`src/rtl/sseg_pkg.sv`:
```
// Shared types, constants and helpers for the multiplexed 7-segment display driver.
package sseg_pkg;

    localparam int unsigned SSEG_W      = 8;
    localparam int unsigned SSEG_DP_BIT = 7;
    localparam int unsigned MAX_DIGITS  = 32;

    localparam logic [SSEG_W-1:0] SSEG_OFF = 8'h00;

    typedef logic [SSEG_W-1:0] sseg_t;

    typedef enum logic {
        SCAN_ON,
        SCAN_BLANK
    } scan_state_e;

    // One-hot digit select; callers truncate to their digit count.
    function automatic logic [MAX_DIGITS-1:0] onehot(input int unsigned idx,
                                                     input int unsigned digits);
        logic [MAX_DIGITS-1:0] v;
        v = '0;
        if (idx < digits && idx < MAX_DIGITS) begin
            v = MAX_DIGITS'(1) << idx;
        end
        return v;
    endfunction

endpackage

```
`src/rtl/sseg_frame_buffer.sv`:
```
// Double buffer for segment data: loads land in pending and are promoted to
// active only at a frame boundary; a load on the boundary itself goes straight in.
module sseg_frame_buffer
    import sseg_pkg::*;
#(
    parameter int unsigned DIGITS = 4
) (
    input  logic                     clk,
    input  logic                     reset_n,
    input  logic                     load_i,
    input  sseg_t [DIGITS-1:0]       data_i,
    input  logic                     frame_start_i,
    output sseg_t [DIGITS-1:0]       active_next_c
);

    sseg_t [DIGITS-1:0] pending_q, pending_d;
    sseg_t [DIGITS-1:0] active_q,  active_d;
    logic               pending_valid_q, pending_valid_d;

    always_ff @(posedge clk or negedge reset_n) begin
        if (!reset_n) begin
            pending_q       <= '0;
            pending_valid_q <= 1'b0;
            active_q        <= '0;
        end else begin
            pending_q       <= pending_d;
            pending_valid_q <= pending_valid_d;
            active_q        <= active_d;
        end
    end

    always_comb begin
        pending_d       = pending_q;
        pending_valid_d = pending_valid_q;
        active_d        = active_q;
        if (frame_start_i) begin
            pending_valid_d = 1'b0;
            if (load_i) begin
                active_d = data_i;
            end else if (pending_valid_q) begin
                active_d = pending_q;
            end
        end else if (load_i) begin
            pending_d       = data_i;
            pending_valid_d = 1'b1;
        end
    end

    // Exposed pre-register so the scan outputs can show boundary data on the entry edge.
    assign active_next_c = active_d;

endmodule

```
`src/rtl/sseg_scan_mux.sv`:
```
// Time-multiplexed 7-segment scanner: per-digit ON slot followed by a blanking
// slot, with frame-aligned double-buffered segment data.
module sseg_scan_mux
    import sseg_pkg::*;
#(
    parameter int unsigned DIGITS       = 4,
    parameter int unsigned ON_CYCLES    = 50000,
    parameter int unsigned BLANK_CYCLES = 500
) (
    input  logic                     clk,
    input  logic                     reset_n,
    input  logic [SSEG_W*DIGITS-1:0] in_sseg,
    input  logic                     load,
    input  logic [DIGITS-1:0]        digit_en,
    output logic [DIGITS-1:0]        an,
    output logic [SSEG_W-1:0]        sseg,
    output logic                     frame_done
);

    localparam int unsigned MAX_LEN = (ON_CYCLES > BLANK_CYCLES) ? ON_CYCLES : BLANK_CYCLES;
    localparam int unsigned CNT_W   = (MAX_LEN > 1) ? $clog2(MAX_LEN) : 1;
    localparam int unsigned IDX_W   = $clog2(DIGITS);

    localparam logic [CNT_W-1:0] ON_LAST    = CNT_W'(ON_CYCLES - 1);
    localparam logic [CNT_W-1:0] BLANK_LAST = CNT_W'(BLANK_CYCLES - 1);
    localparam logic [IDX_W-1:0] IDX_LAST   = IDX_W'(DIGITS - 1);

    scan_state_e        state_q, state_d;
    logic [CNT_W-1:0]   cnt_q,   cnt_d;
    logic [IDX_W-1:0]   idx_q,   idx_d;
    logic [DIGITS-1:0]  an_q,    an_d;
    sseg_t              sseg_q,  sseg_d;
    logic               frame_done_q, frame_done_d;
    logic               frame_start_c;
    sseg_t [DIGITS-1:0] active_next_c;

    sseg_frame_buffer #(
        .DIGITS (DIGITS)
    ) u_frame_buffer (
        .clk           (clk),
        .reset_n       (reset_n),
        .load_i        (load),
        .data_i        (in_sseg),
        .frame_start_i (frame_start_c),
        .active_next_c (active_next_c)
    );

    // Reset parks in the last blanking cycle of the last digit so the first edge starts a frame.
    always_ff @(posedge clk or negedge reset_n) begin
        if (!reset_n) begin
            state_q      <= SCAN_BLANK;
            cnt_q        <= BLANK_LAST;
            idx_q        <= IDX_LAST;
            an_q         <= '0;
            sseg_q       <= SSEG_OFF;
            frame_done_q <= 1'b0;
        end else begin
            state_q      <= state_d;
            cnt_q        <= cnt_d;
            idx_q        <= idx_d;
            an_q         <= an_d;
            sseg_q       <= sseg_d;
            frame_done_q <= frame_done_d;
        end
    end

    always_comb begin
        state_d       = state_q;
        cnt_d         = cnt_q + CNT_W'(1);
        idx_d         = idx_q;
        frame_start_c = 1'b0;
        case (state_q)
            SCAN_ON: begin
                if (cnt_q == ON_LAST) begin
                    state_d = SCAN_BLANK;
                    cnt_d   = '0;
                end
            end
            SCAN_BLANK: begin
                if (cnt_q == BLANK_LAST) begin
                    state_d       = SCAN_ON;
                    cnt_d         = '0;
                    idx_d         = (idx_q == IDX_LAST) ? '0 : idx_q + IDX_W'(1);
                    frame_start_c = (idx_q == IDX_LAST);
                end
            end
            default: begin
                state_d = SCAN_BLANK;
                cnt_d   = '0;
            end
        endcase
    end

    // Outputs are computed from the next state so they register coincident with it.
    always_comb begin
        an_d         = '0;
        sseg_d       = SSEG_OFF;
        frame_done_d = 1'b0;
        if (state_d == SCAN_ON) begin
            an_d         = DIGITS'(onehot(32'(idx_d), DIGITS)) & digit_en;
            sseg_d       = digit_en[idx_d] ? active_next_c[idx_d] : SSEG_OFF;
            frame_done_d = frame_start_c;
        end
    end

    assign an         = an_q;
    assign sseg       = sseg_q;
    assign frame_done = frame_done_q;

endmodule

```
`config.mk`:
```
export PLATFORM = sky130hd
export DESIGN_NAME = sseg_scan_mux
export DESIGN_NICKNAME = d
export VERILOG_FILES = /design/src/rtl/sseg_pkg.sv /design/src/rtl/sseg_frame_buffer.sv /design/src/rtl/sseg_scan_mux.sv
export SDC_FILE = /design/constraint.sdc
export NUM_CORES = 1
export LEC_CHECK = 0
export ABC_CLOCK_PERIOD_IN_PS = 4500
export CAP_MARGIN = 10
export CORE_ASPECT_RATIO = 1.2
export CORE_MARGIN = 2
export CORE_UTILIZATION = 62
export DETAILED_ROUTE_END_ITERATION = 8
export PLACE_DENSITY = 0.95
export SETUP_SLACK_MARGIN = 0.15
export SLEW_MARGIN = 20
export SYNTH_ARGS = -nofsm -noshare
export SYNTH_HDL_FRONTEND = slang
export SYNTH_SLANG_ARGS = --single-unit
```
`constraint.sdc`:
```
create_clock -name clk -period 4.5 [get_ports clk]
set_clock_uncertainty 0.1 [all_clocks]
set_input_delay 1.125 -clock clk [delete_from_list [all_inputs] [get_ports clk]]
set_output_delay 1.125 -clock clk [all_outputs]
set_load 0.01 [all_outputs]
```
==> qor.csv, run 1 <==
stage;metric;value;unit
status;status;finished clean;
finish;fin_nets;601;
synthesis;ys.warnings.count;0;
finish;fillers;571;
min_path;hold_path.class;reg2reg;
timing;fin_tns_setup;0;ns
synthesis;synth-compound-area-share;20.53;%
synthesis;synth-simple-area-share;14.80;%
critical_path;start_kind;flip-flop;
drt;drc_errors;0;
clock_tree;post_cts_buffers;0;
clock_tree;hold_buffers;0;
synthesis;synth_fp_nets;569;
synthesis;yosysMostFrequentCell;nor2_1;
flow_run;drv_cap;0;
synthesis;muxShareOfSynthArea;12.22;%
critical_path;worstPathMaxFanout;42;
finish;multi_input_area;0.002663;mm²
die;die-width;88.28;µm
placed_design;hpwl;8.374;mm
timing;hold_ws;0.4167;ns
critical_path;worst_r2r_endpoint;u_frame_buffer.pending_q[19];
clock_tree;clkLatencyLatePin;0.38;ns
critical_path;critPathArrivalTime;3.60;ns
finish;drive_gt1_share;14.87;%
timing;period_minus_slack;3.436;ns
global_route;grt_pass1_wl;21.47;mm
synthesis;ys_seq_elements;97;
synthesis;synth.top_cells.by_area;dfrtp_1 (41%), mux2_2 (7.2%), nor2_1 (7.0%);
synthesis;synth_cell_types;51;
global_route;gr-usage-all-layers;29.53;%
min_path;min_from;u_frame_buffer.pending_q[9];
timing;drv_slew;0;
global_route;antenna_found_initial;0;
synthesis;synth_top_area_share;41.19;%
min_path;min_path_cells;1;
synthesis;async_reset_ff_share;100.0;%
die;die_y;105.1;µm
drt;routed_wl;12.97;mm
clock_tree;numClockSinks;97;
critical_path;r2r_cells;8;
placed_design;numPortBuffers;51;
global_route;grt.busiest_layer;met2;
timing;finalSetupViolCount;0;
die;coreArea;0.008198;mm²
global_route;grt_pass1_vias;4400;
die;io_pins;52;
drt;post_drt_via_cell_ratio;6.669;
synthesis;avgSynthCellArea;10.01;µm²
clock_tree;clockBufferDepth;2;
global_route;use_met1;38.65;%
critical_path;rrSetupSlack;1.06;ns
global_route;grt_use_met3;5.450;%
global_route;gr-total-overflow;0;
finish;register_area;0.002441;mm²
synthesis;synth_ff_type;dfrtp_1;
drt;first_pass_iters;5;
finish;area_growth;13.59;%
global_route;met2_usage;47.26;%
synthesis;synth_fa_ha_area_share;0.4735;%
timing;worst_pin_slew;1.086;ns
synthesis;synth-xor-area-share;2.320;%
pwr;p_leak;2.583;nW
critical_path;worst_r2r_startpoint;cnt_q[0];
synthesis;synth_top_family_by_area;compound AO/OA/AOI/OAI gates;
finish;n_antenna_cell;0;
timing;timing.final.crit_share;76.36;%
pwr;powerDensity;265.8;mW/mm²
clock_tree;cts.clk_slew.worst_paths;0.10;ns
synthesis;synth_area;0.005285;mm²
synthesis;synth_area_leader_cell;dfrtp_1;
critical_path;endpoint_kind;flip-flop;
die;start_util;64.47;%
drt;vias;4528;
clock_tree;cts-resized-gates;0;
die;dieArea;0.009282;mm²
clock_tree;cts_tree;yes;
critical_path;crit_required;4.66;ns
critical_path;critPathKind;reg2reg;
timing;slew_headroom;27.06;%
clock_tree;cts-root-buf;clkbuf_8;
clock_tree;htree_levels;3;
timing;fmax;291.0;MHz
global_route;grt_max_degree;72;
pwr;power;0.001596;W
die;num_rows;36;
synthesis;syn_inst;528;
pwr;ir_drop;226.4;µV
drt;routedWlPerCell;19.10;µm
drt;drt_iter0_drc;566;
synthesis;ys_seq_area_share;46.16;%
timing;rsz0062_at_grt;false;
clock_tree;cts-buffers-inserted;9;
timing;finalHoldViolations;0;
min_path;holdPathEnd;u_frame_buffer.pending_q[9];
synthesis;synth_edf_count;0;
drt;detail-route-antenna-nets;0;
placed_design;place.gp.congestion;0.8969;
synthesis;synthTopCellsByCount;nor2_1 (98), dfrtp_1 (87), a21oi_1 (42);
## state kept, by name, indices dropped and copies added, names as in the netlist
signal                          count
u_frame_buffer.pending_valid_q      1
frame_done                          1
state_q                             1
u_frame_buffer.active_q            32
idx_q                               2
an                                  4
cnt_q                              16
sseg                                8
u_frame_buffer.pending_q           32
## power by group
part	switching, W	leakage [nW]	total, W	internal [W]
Sequential	0.0000195	1.24	0.000921	0.000901
Clock	0.000331	0.0954	0.000541	0.000211
Combinational	0.0000617	1.25	0.000134	0.0000720
Total	0.000412	2.58	0.00160	0.00118
## logic make-up (layout without fill, tap and decap cells)
family | count (synthesis) | in the layout
buffers and inverters | 42 | 79
and+or+nand+nor | 154 | 154
muxes | 59 | 59
AOI/OAI and AO/OA | 160 | 160
xor gates and xnor gates | 14 | 14
adders and majority gates | 2 | 2
DFF | 97 | 97
## per-stage QoR
| step | util (%) | std cells | worst slack [ns] | instance area, µm² |
|---|---|---|---|---|
| 2_1_floorplan | - | 528 | 1.969 | 5285 |
| 3_3_place_gp | 70.99 | 663 | 0.9150 | 5819 |
| 3_5_place_dp | 70.99 | 663 | 0.8149 | 5819 |
| 4_1_cts | 73.20 | 679 | 1.080 | 6001 |
| 5_1_grt | 73.23 | 679 | 0.9156 | 6003 |
| 6_report | 73.23 | 679 | 1.064 | 6003 |
## critical path, cell delays in order, from the launching register on
cell and delay [ns]:
dfstp_2 0.57, ha_1 0.22, nor4b_4 0.30, and4_1 0.38, nand3_2 0.11, buf_4 0.28
nand2_1 0.53, buf_4 0.40, mux2_2 0.38
## area by class of cell
class | count | share of cell area [%]
well taps | 114 | 2.376
multi-input cells | 389 | 44.35
flip-flops and latches | 97 | 40.66
inverters | 6 | 0.3752
repair buffers | 57 | 9.212
clock inverters | 7 | 0.9587
clock buffers | 9 | 2.063
## worst max-delay path by stage
stage                         from  slack, ns                           end
final                     cnt_q[0]       1.06  u_frame_buffer.pending_q[19]
after global routing      cnt_q[0]       0.92  u_frame_buffer.pending_q[19]
after CTS                 cnt_q[0]       1.08   u_frame_buffer.active_q[18]
after detailed placement      load       0.81    u_frame_buffer.active_q[5]
after global placement        load       0.92    u_frame_buffer.active_q[3]
after floorplan               load       1.97                       sseg[0]
## cell usage in the layout (no fill, tap or decap), drive strengths merged, types with 7 or more instances in the layout
cell type,netlist,layout
o21a,16,16
mux2,34,34
o22ai,32,32
a21o,17,17
o2bb2ai,8,8
xor2,8,8
nand2,9,9
o21ai,11,11
o22a,16,16
and3,7,7
nor2,98,98
mux2i,24,24
clkdlybuf4s50,0,50
or3,8,8
nand3,7,7
dfrtp,87,87
inv,5,10
clkbuf,21,9
a22o,8,8
buf,15,7
a21oi,42,42
a21boi,9,9
dfstp,10,10
## per-layer routing
layer	part of all wire (%)	vias up
li1	-	1991
met1	38	2224
met2	51	270
met3	7.5	43
met4	2.9	0
met5	0	-
No activity file was read; power rests on OpenSTA's default activity.
==> run 2: changes to the inputs <==
--- a/config.mk
+++ b/config.mk
@@ -5,13 +5,13 @@
 export SDC_FILE = /design/constraint.sdc
 export NUM_CORES = 1
 export LEC_CHECK = 0
-export ABC_CLOCK_PERIOD_IN_PS = 4500
+export ABC_CLOCK_PERIOD_IN_PS = 3450
 export CAP_MARGIN = 10
 export CORE_ASPECT_RATIO = 1.2
 export CORE_MARGIN = 2
-export CORE_UTILIZATION = 62
+export CORE_UTILIZATION = 57
 export DETAILED_ROUTE_END_ITERATION = 8
-export PLACE_DENSITY = 0.95
+export PLACE_DENSITY = 0.89
 export SETUP_SLACK_MARGIN = 0.15
 export SLEW_MARGIN = 20
 export SYNTH_ARGS = -nofsm -noshare
==> constraint.sdc (replaced) <==
create_clock -name clk -period 3.45 [get_ports clk]
set_clock_uncertainty 0.1 [all_clocks]
set_input_delay 0.8625 -clock clk [delete_from_list [all_inputs] [get_ports clk]]
set_output_delay 0.8625 -clock clk [all_outputs]
set_load 0.01 [all_outputs]
==> qor.csv, run 2 (synthesis results as in run 1) <==
stage;metric;value;unit;change
global_route;gr-total-overflow;0;;unchanged
clock_tree;numClockSinks;97;;unchanged
pwr;p_sw_share;21.37;%;-4.4 points
critical_path;endpoint_kind;flip-flop;;
die;die_y;109.5;µm;+4.1%
flow_run;drv_cap;0;;unchanged
timing;worst_pin_slew;0.6814;ns;-0.4043 ns
timing;timing.final.crit_share;82.83;%;+6.5 points
pwr;p_switching;0.0005077;W;+23%
finish;fin_nets;607;;+1.0%
pwr;p_leak;2.664;nW;+3.1%
timing;drv_slew;0;;unchanged
drt;drt_iter0_drc;386;;-32%
status;status;finished clean;;
pwr;seqPwrFrac;50.6;%;-7.1 points
global_route;grt_pass1_wl;21.16;mm;-1.4%
placed_design;numPortBuffers;51;;unchanged
placed_design;place.gp.congestion;0.8892;;-0.86%
finish;n_antenna_cell;0;;unchanged
die;start_util;58.50;%;-6.0 points
critical_path;critPathArrivalTime;3.06;ns;-0.54 ns
timing;finalHoldViolations;0;;unchanged
timing;rsz0062_at_grt;false;;
pwr;intPower;0.001868;W;+58%
clock_tree;cts-resized-gates;0;;unchanged
timing;fin_tns_setup;0;ns;unchanged
min_path;holdPathEnd;u_frame_buffer.pending_q[12];;
finish;drive_gt1_share;15.59;%;+0.72 points
drt;detail-route-antenna-nets;0;;unchanged
die;io_pins;52;;unchanged
critical_path;worst_r2r_endpoint;sseg[7];;
clock_tree;cts.clk_slew.worst_paths;0.09;ns;about the same
drt;routedWlPerCell;18.67;µm;-2.2%
critical_path;critPathKind;reg2reg;;
clock_tree;cts-root-buf;clkbuf_8;;
die;num_rows;38;;+5.6%
die;die-width;91.90;µm;+4.1%
pwr;powerDensity;384.8;mW/mm²;+45%
clock_tree;clockBufferDepth;2;;unchanged
global_route;antenna_found_initial;0;;unchanged
finish;area_growth;16.81;%;
clock_tree;cts_tree;yes;;
clock_tree;hold_buffers;0;;unchanged
global_route;grt_max_degree;63;;-13%
pwr;power;0.002376;W;+49%
drt;first_pass_iters;5;;unchanged
clock_tree;cts-buffers-inserted;9;;unchanged
timing;period_minus_slack;2.858;ns;-0.5783 ns
timing;hold_ws;0.4139;ns;-0.002797 ns
drt;routed_wl;12.90;mm;-0.50%
drt;vias;4363;;-3.6%
critical_path;start_kind;flip-flop;;
pwr;p_clk_share;41.8;%;+7.9 points
min_path;hold_path.class;reg2reg;;
die;coreArea;0.009034;mm²;+10%
min_path;min_from;u_frame_buffer.pending_q[12];;
placed_design;place_area;0.005897;mm²;+1.3%
placed_design;hpwl;8.605;mm;+2.8%
critical_path;worstPathMaxFanout;33;;-21%
finish;top_regs;u_frame_buffer.active_q: 32 flops, u_frame_buffer.pending_q: 32 flops, cnt_q: 16 flops;;
clock_tree;post_cts_buffers;0;;unchanged
finish;multi_input_area;0.002660;mm²;about the same
min_path;min_path_cells;1;;unchanged
timing;fmax;349.9;MHz;+20%
critical_path;rrSetupSlack;0.59;ns;-0.47 ns
timing;finalSetupViolCount;0;;unchanged
finish;final_cell_mix;nor2_1 (98), dfrtp_1 (86), clkdlybuf4s50_1 (50);;
die;dieArea;0.01006;mm²;+8.4%
finish;design_area;0.006173;mm²;+2.8%
critical_path;r2r_cells;8;;unchanged
critical_path;worst_r2r_startpoint;idx_q[1];;
timing;worst_slack;0.5924;ns;-0.4717 ns
drt;drc_errors;0;;unchanged
finish;fillers;663;;+16%
drt;post_drt_via_cell_ratio;6.314;;-5.3%
finish;register_area;0.002441;mm²;unchanged
pwr;ir_drop;231.7;µV;+2.3%
clock_tree;htree_levels;3;;unchanged
timing;slew_headroom;54.57;%;+28 points
clock_tree;clkLatencyLatePin;0.38;ns;about the same
critical_path;crit_required;3.65;ns;-1.01 ns
finish;final_common_cell;nor2_1;;
placed_design;dpl_worst_slack;0.5636;ns;-0.2513 ns
global_route;gr-usage-all-layers;26.88;%;-2.6 points
pwr;comb_power_share;7.6;%;-0.8 points
global_route;grt_pass1_vias;4439;;+0.89%
## run 2: cell types whose count changed in the layout (fill, tap and decap cells not counted)
cell / delta
buf_12: +2
clkinv_4: -1
bufinv_16: +4
buf_4: +4
nand2_2: -1
nand2_1: +1
inv_6: -5
clkbuf_8: +2
## run 2: power groups by stage
stage	Sequential (W)	Clock (W)	Combinational [W]
6_report	0.00120	0.000994	0.000181
5_1_grt	0.00121	0.00104	0.000197
4_1_cts	0.00120	0.000997	0.000183
3_5_place_dp	0.00122	0	0.000181
3_3_place_gp	0.00122	0	0.000176
2_1_floorplan	0.00121	0	0.0000808
## run 2: worst max path at each step
stage,from,cells past startpoint,end
after floorplan,cnt_q[0],8,u_frame_buffer.pending_q[0]
after global placement,load,8,sseg[2]
after CTS,idx_q[1],8,sseg[7]
final,idx_q[1],8,sseg[7]
after detailed placement,load,8,sseg[0]
after global routing,cnt_q[0],7,sseg[2]
## run 2: layer usage
| metal | vias up | GRT usage [%] | wire length, µm |
|---|---|---|---|
| met2 | 182 | 47.16 | 6539 |
| met5 | - | 0 | 0 |
| met3 | 33 | 5.072 | 775 |
| met4 | 0 | 13.54 | 435 |
| li1 | 2002 | - | - |
| met1 | 2146 | 31.81 | 5153 |
## run 2: critical path: stages, from the launching register on
cell and delay (ns):
dfstp_2 0.72, ha_1 0.24, buf_4 0.46, mux2i_1 0.21, a22o_1 0.27, a21oi_1 0.17
o2bb2ai_1 0.13, or3_1 0.33, a21boi_1 0.14
## run 2: layout make-up
| cell class | count | area share [%] |
|---|---|---|
| Timing Repair Buffer | 63 | 10.09 |
| Multi-Input combinational cell | 389 | 43.09 |
| Clock inverter | 5 | 2.027 |
| Sequential cell | 97 | 39.54 |
| Clock buffer | 11 | 2.452 |
| Inverter | 6 | 0.3648 |
| Tap cell | 120 | 2.432 |
## run 2: per-stage QoR
stage          std cells  utilization, %
3_3_place_gp         675           65.28
5_1_grt              691           68.34
3_5_place_dp         675           65.28
6_report             691           68.34
4_1_cts              691           68.34
2_1_floorplan        528               -
